===== src/rtl/gate_sweep_pkg.sv =====
// gate_sweep_pkg: shared types for the gate sweep tester.
//   op_e    : gate select codes (6 and 7 are illegal)
//   state_e : sweep controller states
//   OP_W    : width of the gate select field
package gate_sweep_pkg;

    localparam int OP_W = 3;

    typedef enum logic [OP_W-1:0] {
        OP_AND  = 3'd0,
        OP_OR   = 3'd1,
        OP_NAND = 3'd2,
        OP_NOR  = 3'd3,
        OP_XOR  = 3'd4,
        OP_XNOR = 3'd5
    } op_e;

    typedef enum logic [1:0] {
        IDLE,
        DRIVE,
        SAMPLE,
        DONE
    } state_e;

endpackage


===== src/rtl/logic_gate_ref.sv =====
// logic_gate_ref: combinational golden model of a WIDTH-bit bitwise 2-input gate.
//   op : gate select (op_e encoding); illegal codes produce all zeros
//   a  : operand A
//   b  : operand B
//   y  : expected gate output
module logic_gate_ref
    import gate_sweep_pkg::*;
#(
    parameter int WIDTH = 2
) (
    input  logic [OP_W-1:0]  op,
    input  logic [WIDTH-1:0] a,
    input  logic [WIDTH-1:0] b,
    output logic [WIDTH-1:0] y
);

    always_comb begin
        y = '0;
        case (op)
            OP_AND:  y = a & b;
            OP_OR:   y = a | b;
            OP_NAND: y = ~(a & b);
            OP_NOR:  y = ~(a | b);
            OP_XOR:  y = a ^ b;
            OP_XNOR: y = ~(a ^ b);
            default: y = '0;
        endcase
    end

endmodule


===== src/rtl/gate_sweep_tester.sv =====
// gate_sweep_tester: exhaustive in-circuit checker for a WIDTH-bit 2-input gate.
// Steps all 2**(2*WIDTH) operand pairs, holds each HOLD_CYCLES cycles, then
// compares y_in against the golden model and accumulates mismatches.
//   clk, rst      : clock, synchronous active-high reset
//   start, op     : sweep request and gate select (latched on accept)
//   a_out, b_out  : operands to gate under test (upper/lower halves of vec)
//   y_in          : gate under test output
//   busy, done    : sweep in progress / result valid
//   pass, bad_op  : result flags, meaningful while done
//   err_count     : mismatching vectors in the last sweep
//   first_err_vec : vec index of the first mismatch (0 if none)
module gate_sweep_tester
    import gate_sweep_pkg::*;
#(
    parameter int WIDTH       = 2,
    parameter int HOLD_CYCLES = 1
) (
    input  logic                 clk,
    input  logic                 rst,
    input  logic                 start,
    input  logic [2:0]           op,
    output logic [WIDTH-1:0]     a_out,
    output logic [WIDTH-1:0]     b_out,
    input  logic [WIDTH-1:0]     y_in,
    output logic                 busy,
    output logic                 done,
    output logic                 pass,
    output logic                 bad_op,
    output logic [2*WIDTH:0]     err_count,
    output logic [2*WIDTH-1:0]   first_err_vec
);

    localparam int VW = 2 * WIDTH;
    localparam int HW = (HOLD_CYCLES > 1) ? $clog2(HOLD_CYCLES) : 1;
    localparam logic [VW-1:0] VEC_LAST = '1;
    localparam logic [HW-1:0] HOLD_LAST = HW'(HOLD_CYCLES - 1);

    state_e          state_q, state_d;
    logic [VW-1:0]   vec_q, vec_d;
    logic [HW-1:0]   hold_q, hold_d;
    logic [OP_W-1:0] op_q, op_d;
    logic            bad_q, bad_d;
    logic [VW:0]     err_q, err_d;
    logic [VW-1:0]   fev_q, fev_d;
    logic [WIDTH-1:0] golden;

    // Golden model sees only registered state, so no path from y_in/start to outputs.
    logic_gate_ref #(.WIDTH(WIDTH)) u_ref (
        .op (op_q),
        .a  (vec_q[VW-1:WIDTH]),
        .b  (vec_q[WIDTH-1:0]),
        .y  (golden)
    );

    always_ff @(posedge clk) begin
        if (rst) begin
            state_q <= IDLE;
            vec_q   <= '0;
            hold_q  <= '0;
            op_q    <= '0;
            bad_q   <= 1'b0;
            err_q   <= '0;
            fev_q   <= '0;
        end else begin
            state_q <= state_d;
            vec_q   <= vec_d;
            hold_q  <= hold_d;
            op_q    <= op_d;
            bad_q   <= bad_d;
            err_q   <= err_d;
            fev_q   <= fev_d;
        end
    end

    always_comb begin
        state_d = state_q;
        vec_d   = vec_q;
        hold_d  = hold_q;
        op_d    = op_q;
        bad_d   = bad_q;
        err_d   = err_q;
        fev_d   = fev_q;
        case (state_q)
            IDLE, DONE: begin
                if (start) begin
                    err_d = '0;
                    fev_d = '0;
                    if (op <= 3'(OP_XNOR)) begin
                        op_d    = op;
                        vec_d   = '0;
                        hold_d  = '0;
                        bad_d   = 1'b0;
                        state_d = DRIVE;
                    end else begin
                        bad_d   = 1'b1;
                        state_d = DONE;
                    end
                end
            end
            DRIVE: begin
                if (hold_q == HOLD_LAST) begin
                    state_d = SAMPLE;
                end else begin
                    hold_d = hold_q + 1'b1;
                end
            end
            SAMPLE: begin
                if (y_in != golden) begin
                    err_d = err_q + 1'b1;
                    if (err_q == '0) begin
                        fev_d = vec_q;
                    end
                end
                if (vec_q == VEC_LAST) begin
                    state_d = DONE;
                end else begin
                    vec_d   = vec_q + 1'b1;
                    hold_d  = '0;
                    state_d = DRIVE;
                end
            end
            default: state_d = IDLE;
        endcase
    end

    assign a_out         = vec_q[VW-1:WIDTH];
    assign b_out         = vec_q[WIDTH-1:0];
    assign busy          = (state_q == DRIVE) || (state_q == SAMPLE);
    assign done          = (state_q == DONE);
    assign pass          = (state_q == DONE) && (err_q == '0) && !bad_q;
    assign bad_op        = bad_q;
    assign err_count     = err_q;
    assign first_err_vec = fev_q;

endmodule

===== config.mk =====
export PLATFORM = sky130hd
export DESIGN_NAME = gate_sweep_tester
export DESIGN_NICKNAME = d
export VERILOG_FILES = /design/src/rtl/gate_sweep_pkg.sv /design/src/rtl/logic_gate_ref.sv /design/src/rtl/gate_sweep_tester.sv
export SDC_FILE = /design/constraint.sdc
export NUM_CORES = 1
export LEC_CHECK = 0
export ABC_AREA = 1
export CAP_MARGIN = 10
export CORE_ASPECT_RATIO = 1.1
export CORE_MARGIN = 4
export CORE_UTILIZATION = 25
export CTS_BUF_LIST = sky130_fd_sc_hd__clkbuf_8
export DETAILED_ROUTE_END_ITERATION = 16
export GPL_ROUTABILITY_DRIVEN = 0
export PLACE_DENSITY = 0.47
export SYNTH_ARGS = -nofsm -noshare
export SYNTH_HDL_FRONTEND = slang
export SYNTH_HIERARCHICAL = 1
export SYNTH_SLANG_ARGS = --single-unit

===== constraint.sdc =====
create_clock -name clk -period 1.6 [get_ports clk]
set_input_delay 0.32 -clock clk [delete_from_list [all_inputs] [get_ports clk]]
set_output_delay 0.32 -clock clk [all_outputs]
set_load 0.1 [all_outputs]

== Word level (Yosys, flattened, before mapping) ==
Cells that the tools add are included.

* Output and inout bits: 17
* Input port bits: 8
* Word-level logic and storage cells: 72
* Register bits: 20

* Bitwise logic cells: 6
* Reduce and logical (&&, ||, !) cells: 16
* Muxes and demuxes: 23
* Add/subtract/negate cells: 3
* Equality and inequality tests: 16
* Order comparisons: 1

{| class="wikitable"
|+ Operators with widths
! cell !! count
|-
| 4-bit two-way mux || 6
|-
| 4-bit case mux with 2 select lines || 2
|-
| 2-bit != test (second input constant) || 6
|-
| 2-bit case mux with 6 select lines || 1
|-
| 5-bit two-way mux || 2
|-
| 5-bit case mux with 2 select lines || 1
|-
| 3-bit AND reduction || 3
|-
| 2-bit two-way mux || 4
|-
| 4-bit AND reduction || 2
|-
| 3-bit by 2-bit == test with 1-bit output (second input constant) || 2
|-
| 3-bit == test (second input constant) || 2
|-
| 2-bit inverter || 3
|-
| 2-bit case mux with 3 select lines || 1
|-
| 5-bit by 1-bit adder with 5-bit output (second input constant) || 1
|-
| 5-bit logical NOT || 1
|-
| 1-bit two-way mux || 5
|-
| 4-bit by 1-bit adder with 4-bit output (second input constant) || 1
|-
| 2-bit == test (second input constant) || 2
|-
| 4-bit == test (second input constant) || 1
|-
| 2-bit AND reduction || 2
|-
| 3-bit by 1-bit == test with 1-bit output (second input constant) || 1
|-
| 3-bit less-or-equal comparator (second input constant) || 1
|-
| 3-bit logical NOT || 1
|-
| 1-bit case mux with 3 select lines || 1
|-
| 12 further kinds || 13
|}

== Depth between registers and ports, before layout ==
* Word-level depth: 6
* Mapped depth: 15
* Mapped depth without buffers: 15

== Modules after synthesis ==
The synthesis kept the hierarchy.

{| class="wikitable"
|+ By module, submodules not included
! module !! area an instance (um^2) !! seq. area each (um^2) !! cells each !! instances
|-
| gate_sweep_tester || 1,103.6 || 380.4 || 168 || 1
|-
| logic_gate_ref || 207.7 || 0.0 || 39 || 1
|}

== Worst setup path after synthesis ==
No wires, ideal clock.

* Kind: register to output
* From: register state_q[0]
* To: output port pass
* Buffers on the path: 0
* Slack: -2.214 ns
* Cell stages (with the launch flop): 3
* Arrival time: 3.494 ns
* Cell sequence: dfxtp_1 > ha_1 > nor3b_1

* Cells in the longest elaborated chain, start to end: 3

{| class="wikitable"
|+ RTL lines
! item !! line !! text
|-
| start, declared || gate_sweep_tester.sv:38 || <nowiki>state_e state_q, state_d;</nowiki>
|-
| start signal, assigned || gate_sweep_tester.sv:65 || <nowiki>state_q <= state_d;</nowiki>
|-
| 2-bit == test || -- ||
|-
| named net done || gate_sweep_tester.sv:26 || <nowiki>output logic done,</nowiki>
|-
| 1-bit logical AND (2 in a row) || gate_sweep_tester.sv:130 || <nowiki>assign pass = (state_q == DONE) && (err_q == '0) && !bad_q;</nowiki>
|-
| end, declared || gate_sweep_tester.sv:27 || <nowiki>output logic pass,</nowiki>
|}

The timed path passes the listed nets, and every way through them passes these cells.

== Worst setup path in the final report ==
* From: register err_q[1] (netlist: err_count[1])
* To: output port pass

* Cells in the longest elaborated chain, start to end: 3

{| class="wikitable"
|+ RTL lines
! item !! line !! text
|-
| start, declared || gate_sweep_tester.sv:43 || <nowiki>logic [VW:0] err_q, err_d;</nowiki>
|-
| start signal, assigned || gate_sweep_tester.sv:70 || <nowiki>err_q <= err_d;</nowiki>
|-
| 5-bit logical NOT || gate_sweep_tester.sv:130 ||
|-
| 1-bit logical AND (2 in a row) || gate_sweep_tester.sv:130 ||
|}

No other way between the ends.

==> impl_metrics.sql <==
INSERT INTO impl_metrics (metric_group, metric, value, unit) VALUES
('critical_path', 'worst_ep_arrival_time', '1450', 'ps'),
('logic_synthesis', 'yosys.area.top_type_share', '29.0', '%'),
('clock_network', 'clock_tree_root', 'clkbuf_8', ''),
('logic_synthesis', 'syn-num-nets', '226', ''),
('logic_synthesis', 'ys_seq_elements', '19', ''),
('status', 'violated_checks', 'setup timing', ''),
('logic_synthesis', 'synth.distinct_cells', '24', ''),
('critical_path', 'kind_of_end_point_of_the_critical_path', 'primary output', ''),
('logic_synthesis', 'synthesis.area', '0.00131', 'mm²'),
('floorplan', 'fp-row-count', '27', ''),
('drt', 'drt_pre_antenna_iters', '4', ''),
('finish', 'area_growth', '69.2', '%'),
('finish', 'drive_above_1_share', '38.8', '%'),
('finish', 'layout.area.seq', '408', 'µm²'),
('global_routing', 'global_route_wire_length_before_repair', '6.30', 'mm'),
('place', 'post-place-cells', '306', ''),
('timing', 'peak_freq', '566', 'MHz'),
('logic_synthesis', 'netlist.top_cell.by_area', 'dfxtp_1', ''),
('timing', 'finalSetupViolations', '10', ''),
('global_routing', 'grt_pass1_vias', '1388', ''),
('timing', 'finalClockSkew', '4.27', 'ps'),
('timing', 'final_critical_path_setup_slack', '-168', 'ps'),
('critical_path', 'criticalPathCategory', 'flip-flop to primary output', ''),
('drt', 'remaining_design_rule_violation_count', '0', ''),
('logic_synthesis', 'synth-xor-area-share', '0', '%'),
('drt', 'vias', '1426', ''),
('global_routing', 'grt.overflow.total', '0', ''),
('timing', 'period_minus_slack', '1770', 'ps'),
('floorplan', 'die_height', '84.0', 'µm'),
('power', 'power.ir.vdd_worst', '0.700', 'mV'),
('critical_path', 'critical-path-max-stage-delay', '360', 'ps'),
('clock_network', 'cts-root-to-sink-buffers', '2', ''),
('critical_path', 'worst-endpoint-required', '1280', 'ps'),
('logic_synthesis', 'yosysSeqAreaShare', '29.0', '%'),
('drt', 'route.detailed.wl_per_inst', '11.3', 'µm'),
('finish', 'stdcell_area', '0.00222', 'mm²'),
('finish', 'fill_cells', '513', ''),
('logic_synthesis', 'synth-adder-area-share', '10.5', '%'),
('floorplan', 'fp.dieArea', '0.00647', 'mm²'),
('timing', 'worstMarginPinSlew', '347', 'ps'),
('critical_path', 'cp_max_fo', '2', ''),
('drt', 'routed_vias_inst', '4.51', ''),
('power', 'power-per-cell-area', '1080', 'mW/mm²'),
('worst_hold_path', 'hold_path.class', 'flip-flop to flip-flop', ''),
('floorplan', 'floorplan.initialDensity', '26.1', '%'),
('timing', 'rsz_0062_raised_after_global_routing', 'yes', ''),
('logic_synthesis', 'synth_async_sr_flop_share', '0', '%'),
('status', 'status', 'finished, violations left', ''),
('finish', 'nNetsFinal', '278', ''),
('finish', 'final-instance-count-excl-fill', '316', ''),
('floorplan', 'design.core.area', '0.00503', 'mm²'),
('critical_path', 'ff2ff_setup_slack', '-150', 'ps'),
('job', 'cap_viol_max_count', '0', ''),
('global_routing', 'grt_max_degree', '12', ''),
('clock_network', 'htreeDepth', '1', ''),
('power', 'totalPowerFinal', '2.39', 'mW'),
('floorplan', 'io-pin-count', '25', ''),
('place', 'place.port_buffers', '24', ''),
('global_routing', 'antenna_found_initial', '0', ''),
('critical_path', 'crit_path_start_kind', 'flip-flop', ''),
('clock_network', 'numCtsBuffers', '3', ''),
('timing', 'finalHoldViolCount', '0', ''),
('timing', 'timing.final.crit_share', '110', '%'),
('clock_network', 'worst_setup_hold_path_clk_slew', '80', 'ps'),
('logic_synthesis', 'synth_top_cells_by_area', 'dfxtp_1 (29%), nand2_1 (13%), inv_1 (11%), ha_1 (10%), nor2_1 (8.3%)', ''),
('drt', 'ant_nets', '0', ''),
('timing', 'final_max_slew_viol_count', '0', ''),
('floorplan', 'fp.dieW', '77.1', 'µm'),
('logic_synthesis', 'yosys_warning_total', '6', ''),
('clock_network', 'clk-insertion-delay-late', '270', 'ps'),
('logic_synthesis', 'synth_compound_area_share', '8.49', '%');
## state kept, by name, indices dropped and copies added, names as in the netlist
| name | flops |
|---|---|
| first_err_vec | 4 |
| err_count | 5 |
| vec_q | 4 |
| op_q | 3 |
| state_q | 2 |
| bad_op | 1 |
## worst paths after layout
path	from	end	depth (start not counted)
worst min register to register	err_count[2]$_SDFFE_PP0P_	err_count[2]$_SDFFE_PP0P_	2
worst max register to register	vec_q[2]$_SDFFE_PP0P_	err_count[4]$_SDFFE_PP0P_	15
worst min-delay path	err_count[2]$_SDFFE_PP0P_	err_count[2]$_SDFFE_PP0P_	2
worst max-delay path	err_count[1]$_SDFFE_PP0P_	pass	7
## per-stage QoR
stage	setup TNS (ps)	setup slack, ps
2_1_floorplan	-2190	-436
3_3_place_gp	-801	-113
3_5_place_dp	-1220	-161
4_1_cts	-1010	-170
5_1_grt	-2820	-329
6_report	-1090	-168
## metal layers
| layer | track usage [%] | vias to the layer above | routed length, µm |
|---|---|---|---|
| met2 | 20.8 | 29 | 1760 |
| met4 | 3.40 | 0 | 47 |
| li1 | - | 755 | - |
| met1 | 14.7 | 636 | 1620 |
| met3 | 1.94 | 6 | 131 |
| met5 | 0 | - | 0 |
## repair_timing
item / in CTS / in global routing
setup endpoints to repair: 10 / 15
buffers inserted: 4 / 1
hold buffers: 0 / 0
gates cloned: 1 / 0
pin swaps: 11 / 13
gates resized for setup: 19 / 12
## critical path: cells and delay by family, from the launching register on
kind / cells / cell delay [ps]
AND/OR/NAND/NOR: 3 / 410
flip-flops: 1 / 360
buffers and inverters: 3 / 290
adder cells (fa/ha/maj): 1 / 120
## layout by cell type (no fill, tap or decap), types with 6 or more instances in the layout
cell,netlist,layout
buf_12,0,17
buf_4,1,22
clkdlybuf4s50_1,0,7
dfxtp_1,19,9
dfxtp_4,0,6
inv_1,40,29
inv_2,2,8
nand2_1,47,40
nand2_2,3,9
nand3_1,14,14
nand4_1,11,11
nor2_1,29,25
o21ai_0,10,9
## layout make-up
class                           instances  share of cell area [%]
Clock buffer                            3                    1.86
Inverter                               43                    8.01
Timing Repair Buffer                   48                    27.0
Tap cell                               58                    3.27
Multi-Input combinational cell        144                    41.3
Sequential cell                        19                    18.4
Clock inverter                          1                   0.226
## kinds of logic after synthesis
group	after synthesis
fa+ha+maj	11
simple gates	112
compound gates	20
flops	19
buf+inv	45
## power breakdown
group / internal [mW] / switching, mW
logic: 0.536 / 0.873
clock network: 0.174 / 0.184
registers: 0.543 / 0.0844
total: 1.25 / 1.14
Note: power is estimated with default switching activity, not from simulation.
